==> config.mk <==
export PLATFORM = sky130hd
export DESIGN_NAME = pixel_sink_flat
export DESIGN_NICKNAME = d
export VERILOG_FILES = /design/src/rtl/pixel_sink_pkg.sv /design/src/rtl/pixel_sink_if.sv /design/src/rtl/pixel_sink_fifo.sv /design/src/rtl/pixel_sink.sv /design/src/flat_wrapper.sv
export SDC_FILE = /design/constraint.sdc
export NUM_CORES = 1
export LEC_CHECK = 0
export BUFFER_PORTS_ARGS = -buffer_cell sky130_fd_sc_hd__buf_2
export CAP_MARGIN = 15
export CORE_ASPECT_RATIO = 1.5
export CORE_MARGIN = 2
export CORE_UTILIZATION = 60
export DETAILED_ROUTE_END_ITERATION = 7
export PLACE_DENSITY = 0.85
export SYNTH_ARGS = -nofsm -noshare
export SYNTH_HDL_FRONTEND = slang
export SYNTH_SLANG_ARGS = --single-unit
==> constraint.sdc <==
create_clock -name Clck -period 2.7 [get_ports Clck]
set_input_delay 0.405 -clock Clck [delete_from_list [all_inputs] [get_ports Clck]]
set_output_delay 0.405 -clock Clck [all_outputs]
set_load 0.1 [all_outputs]
==> src/rtl/pixel_sink_pkg.sv <==
// Shared constants, plot-queue entry type and FSM states for the pixel sink.
// Framebuffer address of a pixel is y*SCR_WIDTH + x (see pixAddr).
package pixel_sink_pkg;

    localparam int SCR_WIDTH       = 160;
    localparam int SCR_HEIGHT      = 120;
    localparam int SCR_WIDTH_BITS  = 8;
    localparam int SCR_HEIGHT_BITS = 7;
    localparam int COLOR_SIZE      = 3;

    localparam int X_BITS          = SCR_WIDTH_BITS;
    localparam int Y_BITS          = SCR_HEIGHT_BITS;
    localparam int COLOR_BITS      = COLOR_SIZE;
    localparam int ADDR_BITS       = 15;
    localparam int FIFO_DEPTH      = 4;
    localparam int FIFO_CNT_BITS   = $clog2(FIFO_DEPTH) + 1;
    localparam int SCREEN_PIXELS   = SCR_WIDTH * SCR_HEIGHT;

    typedef enum logic [1:0] {
        S_STREAM = 2'd0,
        S_CLEAR  = 2'd1,
        S_DONE   = 2'd2
    } sink_state_e;

    typedef struct packed {
        logic [ADDR_BITS-1:0]  addr;
        logic [COLOR_BITS-1:0] color;
    } plot_entry_t;

    function automatic logic [ADDR_BITS-1:0] pixAddr(
        input logic [X_BITS-1:0] x,
        input logic [Y_BITS-1:0] y
    );
        return ADDR_BITS'(y) * ADDR_BITS'(SCR_WIDTH) + ADDR_BITS'(x);
    endfunction

endpackage

==> src/rtl/pixel_sink_if.sv <==
// Framebuffer write port: a write transfers on a cycle where mem_we && mem_ready.
// The sink is the master; the video memory is the slave.
interface pixel_sink_if;
    import pixel_sink_pkg::*;

    logic [ADDR_BITS-1:0]  mem_addr;
    logic [COLOR_BITS-1:0] mem_data;
    logic                  mem_we;
    logic                  mem_ready;

    modport master (
        output mem_addr,
        output mem_data,
        output mem_we,
        input  mem_ready
    );

    modport slave (
        input  mem_addr,
        input  mem_data,
        input  mem_we,
        output mem_ready
    );

endinterface

==> src/rtl/pixel_sink_fifo.sv <==
// Small synchronous FIFO for queued plots; a push into a full FIFO is accepted
// only when a pop happens in the same cycle.
module pixel_sink_fifo #(
    parameter int DEPTH = 4,
    parameter int WIDTH = 18
) (
    input  logic                     clk,
    input  logic                     rst_n,
    input  logic                     push_i,
    input  logic                     pop_i,
    input  logic [WIDTH-1:0]         wdata_i,
    output logic [WIDTH-1:0]         rdata_o,
    output logic                     full_o,
    output logic                     empty_o,
    output logic [$clog2(DEPTH):0]   count_o
);

    localparam int PTR_BITS = $clog2(DEPTH);
    localparam logic [PTR_BITS:0]   CNT_ONE = (PTR_BITS+1)'(1);
    localparam logic [PTR_BITS:0]   CNT_MAX = (PTR_BITS+1)'(DEPTH);
    localparam logic [PTR_BITS-1:0] PTR_ONE = PTR_BITS'(1);

    logic [WIDTH-1:0]    mem_q [DEPTH];
    logic [PTR_BITS-1:0] wrPtr_q;
    logic [PTR_BITS-1:0] rdPtr_q;
    logic [PTR_BITS:0]   count_q;
    logic                doPush;
    logic                doPop;

    assign empty_o = (count_q == '0);
    assign full_o  = (count_q == CNT_MAX);
    assign count_o = count_q;
    assign rdata_o = mem_q[rdPtr_q];

    assign doPop  = pop_i && !empty_o;
    assign doPush = push_i && (!full_o || doPop);

    // Storage is cleared on reset so the head (and thus the write port) reads zero.
    always_ff @(posedge clk or negedge rst_n) begin
        if (!rst_n) begin
            for (int i = 0; i < DEPTH; i++) begin
                mem_q[i] <= '0;
            end
            wrPtr_q <= '0;
            rdPtr_q <= '0;
            count_q <= '0;
        end else begin
            if (doPush) begin
                mem_q[wrPtr_q] <= wdata_i;
                wrPtr_q        <= wrPtr_q + PTR_ONE;
            end
            if (doPop) begin
                rdPtr_q <= rdPtr_q + PTR_ONE;
            end
            case ({doPush, doPop})
                2'b10:   count_q <= count_q + CNT_ONE;
                2'b01:   count_q <= count_q - CNT_ONE;
                default: count_q <= count_q;
            endcase
        end
    end

endmodule

==> src/rtl/pixel_sink.sv <==
// Turns painter plot strobes into framebuffer writes and provides a whole-screen clear sweep.
// Define PIXEL_SINK_STATS_EN to add the written_count / drop_count statistics ports.
module pixel_sink
    import pixel_sink_pkg::*;
(
    input  logic                  Clck,
    input  logic                  Reset,
    input  logic [X_BITS-1:0]     paint_x_co,
    input  logic [Y_BITS-1:0]     paint_y_co,
    input  logic [COLOR_BITS-1:0] color,
    input  logic                  print_enable,
    input  logic                  clear_req,
    input  logic [COLOR_BITS-1:0] clear_color,
    pixel_sink_if.master          memIf,
    output logic                  clear_done,
    output logic                  busy,
    output logic                  overflow
`ifdef PIXEL_SINK_STATS_EN
    ,
    output logic [15:0]           written_count,
    output logic [7:0]            drop_count
`endif
);

    localparam logic [ADDR_BITS-1:0] LAST_ADDR = ADDR_BITS'(SCREEN_PIXELS - 1);

    sink_state_e             state_q;
    logic [ADDR_BITS-1:0]    sweepAddr_q;
    logic [COLOR_BITS-1:0]   clearColor_q;
    logic                    clearPending_q;
    logic                    prevEnable_q;
    logic                    overflow_q;

    logic                    plotEvent;
    logic                    inRange;
    logic                    fifoPush;
    logic                    fifoPop;
    logic                    fifoFull;
    logic                    fifoEmpty;
    logic [FIFO_CNT_BITS-1:0] fifoCount;
    logic                    plotLost;
    plot_entry_t             newEntry;
    plot_entry_t             headEntry;

    assign plotEvent = print_enable && !prevEnable_q;
    assign inRange   = (paint_x_co < X_BITS'(SCR_WIDTH)) && (paint_y_co < Y_BITS'(SCR_HEIGHT));

    assign newEntry.addr  = pixAddr(paint_x_co, paint_y_co);
    assign newEntry.color = color;

    // Only streaming mode drains the queue; plots arriving during a sweep wait in it.
    assign fifoPop  = (state_q == S_STREAM) && !fifoEmpty && memIf.mem_ready;
    assign fifoPush = plotEvent && inRange && (!fifoFull || fifoPop);
    assign plotLost = plotEvent && inRange && !fifoPush;

    pixel_sink_fifo #(
        .DEPTH (FIFO_DEPTH),
        .WIDTH ($bits(plot_entry_t))
    ) u_fifo (
        .clk     (Clck),
        .rst_n   (Reset),
        .push_i  (fifoPush),
        .pop_i   (fifoPop),
        .wdata_i (newEntry),
        .rdata_o (headEntry),
        .full_o  (fifoFull),
        .empty_o (fifoEmpty),
        .count_o (fifoCount)
    );

    assign memIf.mem_we   = (state_q == S_CLEAR) || ((state_q == S_STREAM) && !fifoEmpty);
    assign memIf.mem_addr = (state_q == S_CLEAR) ? sweepAddr_q  : headEntry.addr;
    assign memIf.mem_data = (state_q == S_CLEAR) ? clearColor_q : headEntry.color;

    assign clear_done = (state_q == S_DONE);
    assign busy       = (fifoCount != '0) || clearPending_q || (state_q != S_STREAM);
    assign overflow   = overflow_q;

    // A pending clear waits for the queue to empty so earlier plots land before the sweep.
    always_ff @(posedge Clck or negedge Reset) begin
        if (!Reset) begin
            state_q        <= S_STREAM;
            sweepAddr_q    <= '0;
            clearColor_q   <= '0;
            clearPending_q <= 1'b0;
        end else begin
            case (state_q)
                S_STREAM: begin
                    if (clearPending_q && fifoEmpty) begin
                        state_q        <= S_CLEAR;
                        sweepAddr_q    <= '0;
                        clearColor_q   <= clear_color;
                        clearPending_q <= 1'b0;
                    end else if (clear_req) begin
                        clearPending_q <= 1'b1;
                    end
                end
                S_CLEAR: begin
                    if (memIf.mem_ready) begin
                        if (sweepAddr_q == LAST_ADDR) begin
                            state_q <= S_DONE;
                        end else begin
                            sweepAddr_q <= sweepAddr_q + ADDR_BITS'(1);
                        end
                    end
                end
                S_DONE: begin
                    state_q <= S_STREAM;
                end
                default: begin
                    state_q <= S_STREAM;
                end
            endcase
        end
    end

    always_ff @(posedge Clck or negedge Reset) begin
        if (!Reset) begin
            prevEnable_q <= 1'b0;
            overflow_q   <= 1'b0;
        end else begin
            prevEnable_q <= print_enable;
            if (plotLost) begin
                overflow_q <= 1'b1;
            end
        end
    end

`ifdef PIXEL_SINK_STATS_EN
    logic [15:0] writtenCount_q;
    logic [7:0]  dropCount_q;

    // Sweep writes are deliberately excluded; only queued plots count as written.
    always_ff @(posedge Clck or negedge Reset) begin
        if (!Reset) begin
            writtenCount_q <= '0;
            dropCount_q    <= '0;
        end else begin
            if (fifoPop && (writtenCount_q != 16'hFFFF)) begin
                writtenCount_q <= writtenCount_q + 16'd1;
            end
            if (plotEvent && (!inRange || plotLost) && (dropCount_q != 8'hFF)) begin
                dropCount_q <= dropCount_q + 8'd1;
            end
        end
    end

    assign written_count = writtenCount_q;
    assign drop_count    = dropCount_q;
`endif

endmodule

==> src/flat_wrapper.sv <==
// flat-port wrapper written by rule: the top's interface ports become plain ports
module pixel_sink_flat import pixel_sink_pkg::*;
  (Clck, Reset, paint_x_co, paint_y_co, color, print_enable, clear_req, clear_color, clear_done, busy, overflow, memIf_mem_addr, memIf_mem_data, memIf_mem_we, memIf_mem_ready);
  pixel_sink_if memIf_i ();
  input  logic Clck;
  input  logic Reset;
  input  logic [X_BITS-1:0] paint_x_co;
  input  logic [Y_BITS-1:0] paint_y_co;
  input  logic [COLOR_BITS-1:0] color;
  input  logic print_enable;
  input  logic clear_req;
  input  logic [COLOR_BITS-1:0] clear_color;
  output logic clear_done;
  output logic busy;
  output logic overflow;
  output wire logic [$bits(memIf_i.mem_addr)-1:0] memIf_mem_addr;
  output wire logic [$bits(memIf_i.mem_data)-1:0] memIf_mem_data;
  output wire logic [$bits(memIf_i.mem_we)-1:0] memIf_mem_we;
  input wire logic [$bits(memIf_i.mem_ready)-1:0] memIf_mem_ready;
  assign memIf_mem_addr = memIf_i.mem_addr;
  assign memIf_mem_data = memIf_i.mem_data;
  assign memIf_mem_we = memIf_i.mem_we;
  assign memIf_i.mem_ready = memIf_mem_ready;
  pixel_sink u_core (.Clck(Clck), .Reset(Reset), .paint_x_co(paint_x_co), .paint_y_co(paint_y_co), .color(color), .print_enable(print_enable), .clear_req(clear_req), .clear_color(clear_color), .memIf(memIf_i), .clear_done(clear_done), .busy(busy), .overflow(overflow));
endmodule
# Word level (Yosys, flattened, before mapping)
# Index checks and enable logic that the tools add are counted.
dict set report op_classes {
  addsub 6
  multipliers 1
  order_cmp 5
  n_eq_ne 10
  n_mux 19
  bitwise_logic 2
  n_reduce_logical 31
}
# cell n
set ops {}
lappend ops {{bitwise mux 72 bit} 1}
lappend ops {{2-to-1 mux 15 bit} 4}
lappend ops {{2-to-1 mux 18 bit} 3}
lappend ops {{binary-select mux 18 bit (select 2 bit)} 1}
lappend ops {{demux 18 bit (select 2 bit)} 1}
lappend ops {{one-hot mux 15 bit (2 select lines)} 1}
lappend ops {{adder 15 x 1 -> 15 bit (second input constant)} 1}
lappend ops {{adder 15 x 8 -> 15 bit} 1}
lappend ops {{equality test 15 bit (second input constant)} 1}
lappend ops {{logical AND 1 bit} 11}
lappend ops {{multiplier 7 x 3 -> 10 bit (second input constant)} 1}
lappend ops {{less-than comparator 8 bit (second input constant)} 1}
lappend ops {{!= test 2 bit (second input constant)} 4}
lappend ops {{nonzero test 2 bit} 4}
lappend ops {{less-than comparator 7 bit (second input constant)} 1}
lappend ops {{>= comparator 3 bit (second input constant)} 2}
lappend ops {{2-to-1 mux 2 bit} 3}
lappend ops {{inverter 2 -> 3 bit} 2}
lappend ops {{one-hot mux 3 bit (2 select lines)} 1}
lappend ops {{logical OR 1 bit} 5}
lappend ops {{adder 2 x 1 -> 2 bit (second input constant)} 2}
lappend ops {{equality test 2 x 1 -> 1 bit (second input constant)} 2}
lappend ops {{equality test 2 bit (second input constant)} 2}
lappend ops {{logical NOT 1 bit} 4}
lappend ops {{other kinds (13)} 15}
dict set report word_totals {
  register_bits 102
  out_inout_bits 22
  wordCells 87
}

# Depth between registers and ports, before layout
dict set report logic_depth {
  ltp_word 9
  ltp_mapped 11
  ltp_nobuf 10
}

# By module
# A second synthesis with hierarchy kept.
dict set report hier_totals {
  cells_unflattened 409
  area_unflattened_um2 5383.9
}
# mod n_inst cells_each area_per_inst_um2 seq_area_each_um2
set modules_own_cells {}
lappend modules_own_cells {pixel_sink_fifo 1 211 3529.6 1976.9}
lappend modules_own_cells {pixel_sink 1 198 1854.3 575.6}

# Worst setup path after synthesis
# OpenSTA, ideal clock, no wires.
dict set report synth_timing {
  path_kind {reg-to-output}
  startpoint {reg u_core.state_q[1]}
  endpoint {out memIf_mem_addr[11]}
  arrival_time_ns 2.904
  required_time_ns 2.295
  setup_slack_ns -0.609
  path_stages_with_launch 4
  path_cell_list {dfrtp_1 > nand2b_1 > clkbuf_1 > o21ai_0}
}
dict set report synth_between {
  elab_chain_cells 2
}
# item line
set synth_lines {}
lappend synth_lines {{from (decl)} pixel_sink.sv:27} ;# sink_state_e state_q;
lappend synth_lines {{from (signal assigned)} pixel_sink.sv:82} ;# state_q <= S_STREAM;
lappend synth_lines {{from (signal assigned)} pixel_sink.sv:90} ;# state_q <= S_CLEAR;
lappend synth_lines {{from (signal assigned)} pixel_sink.sv:101} ;# state_q <= S_DONE;
lappend synth_lines {{equality test 2 x 1 -> 1 bit} pixel_sink.sv:72} ;# assign memIf.mem_addr = (state_q == S_CLEAR) ? sweepAddr_q : headEntry.addr;
lappend synth_lines {{2-to-1 mux 15 bit} pixel_sink.sv:72}
lappend synth_lines {{to (decl)} flat_wrapper.sv:16} ;# output wire logic [$bits(memIf_i.mem_addr)-1:0] memIf_mem_addr;
# Every way passes these cells.

# Worst setup path after layout
dict set report layout_timing {
  startpoint {in paint_y_co[1]}
  endpoint {reg u_core.u_fifo.mem_q[52] (netlist name)}
}
dict set report layout_between {
  elab_chain_cells 5
}
# item line
set layout_lines {}
lappend layout_lines {{from (decl)} flat_wrapper.sv:8} ;# input logic [Y_BITS-1:0] paint_y_co;
lappend layout_lines {{branches (longest 5 deep; another with adder 15 x 8 -> 15 bit)} n/a}
lappend layout_lines {{to (signal, indexed assignment)} pixel_sink_fifo.sv:49} ;# mem_q[wrPtr_q] <= wdata_i;
lappend layout_lines {{to (decl)} pixel_sink_fifo.sv:23} ;# logic [WIDTH-1:0] mem_q [DEPTH];
# Parallel ways; which one is timed is not known.
# A chain may end at the register's enable or synchronous reset.

==> impl_metrics.csv <==
group,metric,value,unit
outcome,outcome,"completed",
cts,post_cts_buffers,0,
global_route,antenna_found_initial,0,
cts,tritoncts,"yes",
logic_synthesis,synth_async_sr_flop_share,100.0,%
sta,clock_skew,0.009966,ns
final_layout,fillerInstances,588,
logic_synthesis,ys_ff_latch,102,
sta,finalCriticalPeriod,2.512,ns
final_layout,drive_above_1_share,36.24,%
sta,rsz0062_at_grt,"no",
critical_path,path_class,"input port to flop",
global_route,grt_pass1_vias,3939,
routing,drc_errors,0,
place,port-buffer-count,47,
critical_path,startpoint_type,"input port",
final_layout,antenna_cells,0,
final_layout,area_delta_synth_final,16.24,%
floorplanning,fp.dieH,119.7,um
logic_synthesis,synth-edff-count,0,
routing,first_iter_violations,302,
critical_path,critPathMaxFanout,4,
routing,routed_wirelength,11.91,mm
global_route,grtUsageTotal,26.65,%
floorplanning,coreArea,0.008776,mm2
floorplanning,chipWidth,81.13,um
cts,cts_max_level,3,
final_layout,post-route-util,70.92,%
final_layout,final_common_cell,"dfrtp_1",
sta,setup_slack,0.1876,ns
final_layout,nNetsFinal,548,
logic_synthesis,synth_area,0.005354,mm2
critical_path,required,2.93,ns
logic_synthesis,avgSynthCellArea,12.31,um2
routing,via_per_inst,6.112,
routing,ant_nets,0,
cts,clockRootBuffer,"clkbuf_16",
flow_run,drv_cap,0,
cts,path_clk_slew,0.07,ns
final_layout,register_area,0.002552,mm2
final_layout,final_cell_mix,"dfrtp_1, mux2_2, buf_2, nand2_1, o21ai_0",
sta,fmax,398.0,MHz
logic_synthesis,seq_area_frac_synth,47.67,%
place,place.gp.congestion,0.8645,
sta,slew_viol_final,0,
logic_synthesis,ys_types,55,
logic_synthesis,synthCells,435,
logic_synthesis,synth_warnings,0,
floorplanning,start_util,61.01,%
pwr,powerDensity,936.4,mW/mm2
logic_synthesis,synthFlopType,"dfrtp_1",
sta,worst_pin_slew,0.5710,ns
floorplanning,pin_count,48,
pwr,power,5.828,mW
pwr,irDropWorstVdd,589.2,uV
sta,max-slew-margin-rel,61.93,%
cts,clock-sinks,102,
global_route,grt_pass1_wl,19.57,mm
cts,numCtsBuffers,9,
global_route,gr-total-overflow,0,
final_layout,layout.cells.non_filler,615,
cts,clk_latency,0.35,ns
sta,tns,0,ns
routing,wl_per_cell,19.37,um
place,pre_cts_ws,-0.2324,ns
critical_path,critPathCaptureType,"flop",
sta,post-route-period-util,93.05,%
global_route,grt_start_max_net_pins,62,
place,dp_cells,599,
cts,clockBufferDepth,2,
sta,setup_viol,0,
critical_path,cp.arrival,2.75,ns
floorplanning,num_rows,42,
final_layout,multi_input_area,0.002686,mm2
floorplanning,die_area,0.009710,mm2
place,dp_hpwl,8.354,mm
sta,finalHoldViolations,0,
routing,dr.pass1.iters,4,
routing,vias,3759,
pwr,p_leak,2.800,nW
worst_hold_path,hold_class,"input port to async pin",
logic_synthesis,syn_nets,483,
final cells by class:
type | instances | area share [%]
clock buffer | 9 | 3.619
timing repair buffer | 72 | 7.238
inverter | 12 | 0.7238
multi-input combinational | 303 | 43.16
clock inverter | 7 | 2.031
sequential | 102 | 41.01
tap | 110 | 2.211
registers in the layout, summed over array words and instances, names as in the netlist:
register,flops
u_core.clearColor_q,3
u_core.clearPending_q,1
u_core.overflow,1
u_core.prevEnable_q,1
u_core.state_q,2
u_core.sweepAddr_q,15
u_core.u_fifo.count_o,3
u_core.u_fifo.mem_q,72
u_core.u_fifo.rdPtr_q,2
u_core.u_fifo.wrPtr_q,2
routing by layer:
layer | wire length (um) | part of all wire [%] | up-vias | GRT usage (%)
met5 | 0 | 0 | - | 0
met4 | 319 | 2.7 | 0 | 11.02
met3 | 388 | 3.3 | 29 | 3.534
met2 | 6453 | 54 | 106 | 46.54
met1 | 4751 | 40 | 1908 | 32.67
li1 | - | - | 1716 | -
worst paths after layout:
kind,to,startpoint,depth (start not counted),slack [ns]
min in group Clck,u_core.prevEnable_q,print_enable,1,0.18
min,u_core.overflow,Reset,1,0.04
max reg2reg,u_core.u_fifo.count_o[2],u_core.state_q[1],10,0.28
min reg2reg,u_core.u_fifo.mem_q[45],u_core.u_fifo.mem_q[45],2,0.49
max,u_core.u_fifo.mem_q[52],paint_y_co[1],9,0.19
max in group asynchronous,u_core.sweepAddr_q[4],Reset,2,1.94
power breakdown:
| part | total [mW] | leakage (nW) | switching [mW] | internal [mW] |
|---|---|---|---|---|
| Clock | 1.52 | 0.169 | 0.597 | 0.919 |
| Combinational | 1.80 | 1.38 | 0.973 | 0.829 |
| Sequential | 2.51 | 1.25 | 0.376 | 2.13 |
| Total | 5.83 | 2.80 | 1.95 | 3.88 |
Yosys cell counts (4+ instances only):
cell	number	share of area, %
a21oi_1	9	0.84
buf_2	6	0.56
clkbuf_1	12	0.84
dfrtp_1	102	48
ha_1	19	4.4
inv_1	12	0.84
mux2_1	4	0.84
mux2_2	64	13
mux4_2	18	7.6
nand2_1	40	2.8
nand3_1	12	1.1
nor2_1	20	1.4
nor4_1	5	0.58
o21ai_0	32	3.0
xnor2_1	14	2.3
xor2_1	10	1.6
stage by stage:
stage | instance area [um2] | hold WS (ns)
2_1_floorplan | 5359 | 0.1094
3_3_place_gp | 5872 | 0.4230
3_5_place_dp | 5872 | 0.4343
4_1_cts | 6223 | 0.06021
5_1_grt | 6223 | 0.08313
6_report | 6223 | 0.04189
worst max-delay path, stage by stage:
cell and delay (ns):
buf_2 0.11, ha_1 0.29, ha_1 0.24, fa_1 0.45, xor2_1 0.19, o2111ai_1 0.17
nor4_1 0.29, xnor3_1 0.32, mux2_2 0.28
timing repair:
| item | in CTS | in global routing |
|---|---|---|
| gates resized for setup | 0 | 1 |
| hold endpoints to repair | 0 | 0 |
| setup endpoints to repair | 0 | 7 |
| hold buffers | 0 | 0 |
kinds of logic after synthesis:
kind of cell | synth area share (%)
AO/OA/AOI/OAI | 8.624
adder cells (fa/ha/maj) | 5.562
multiplexers | 22.06
XOR/XNOR | 4.347
buffers and inverters | 2.243
flip-flops | 47.67
AND/OR/NAND/NOR | 9.489
Power figures use the tool's default switching activity.
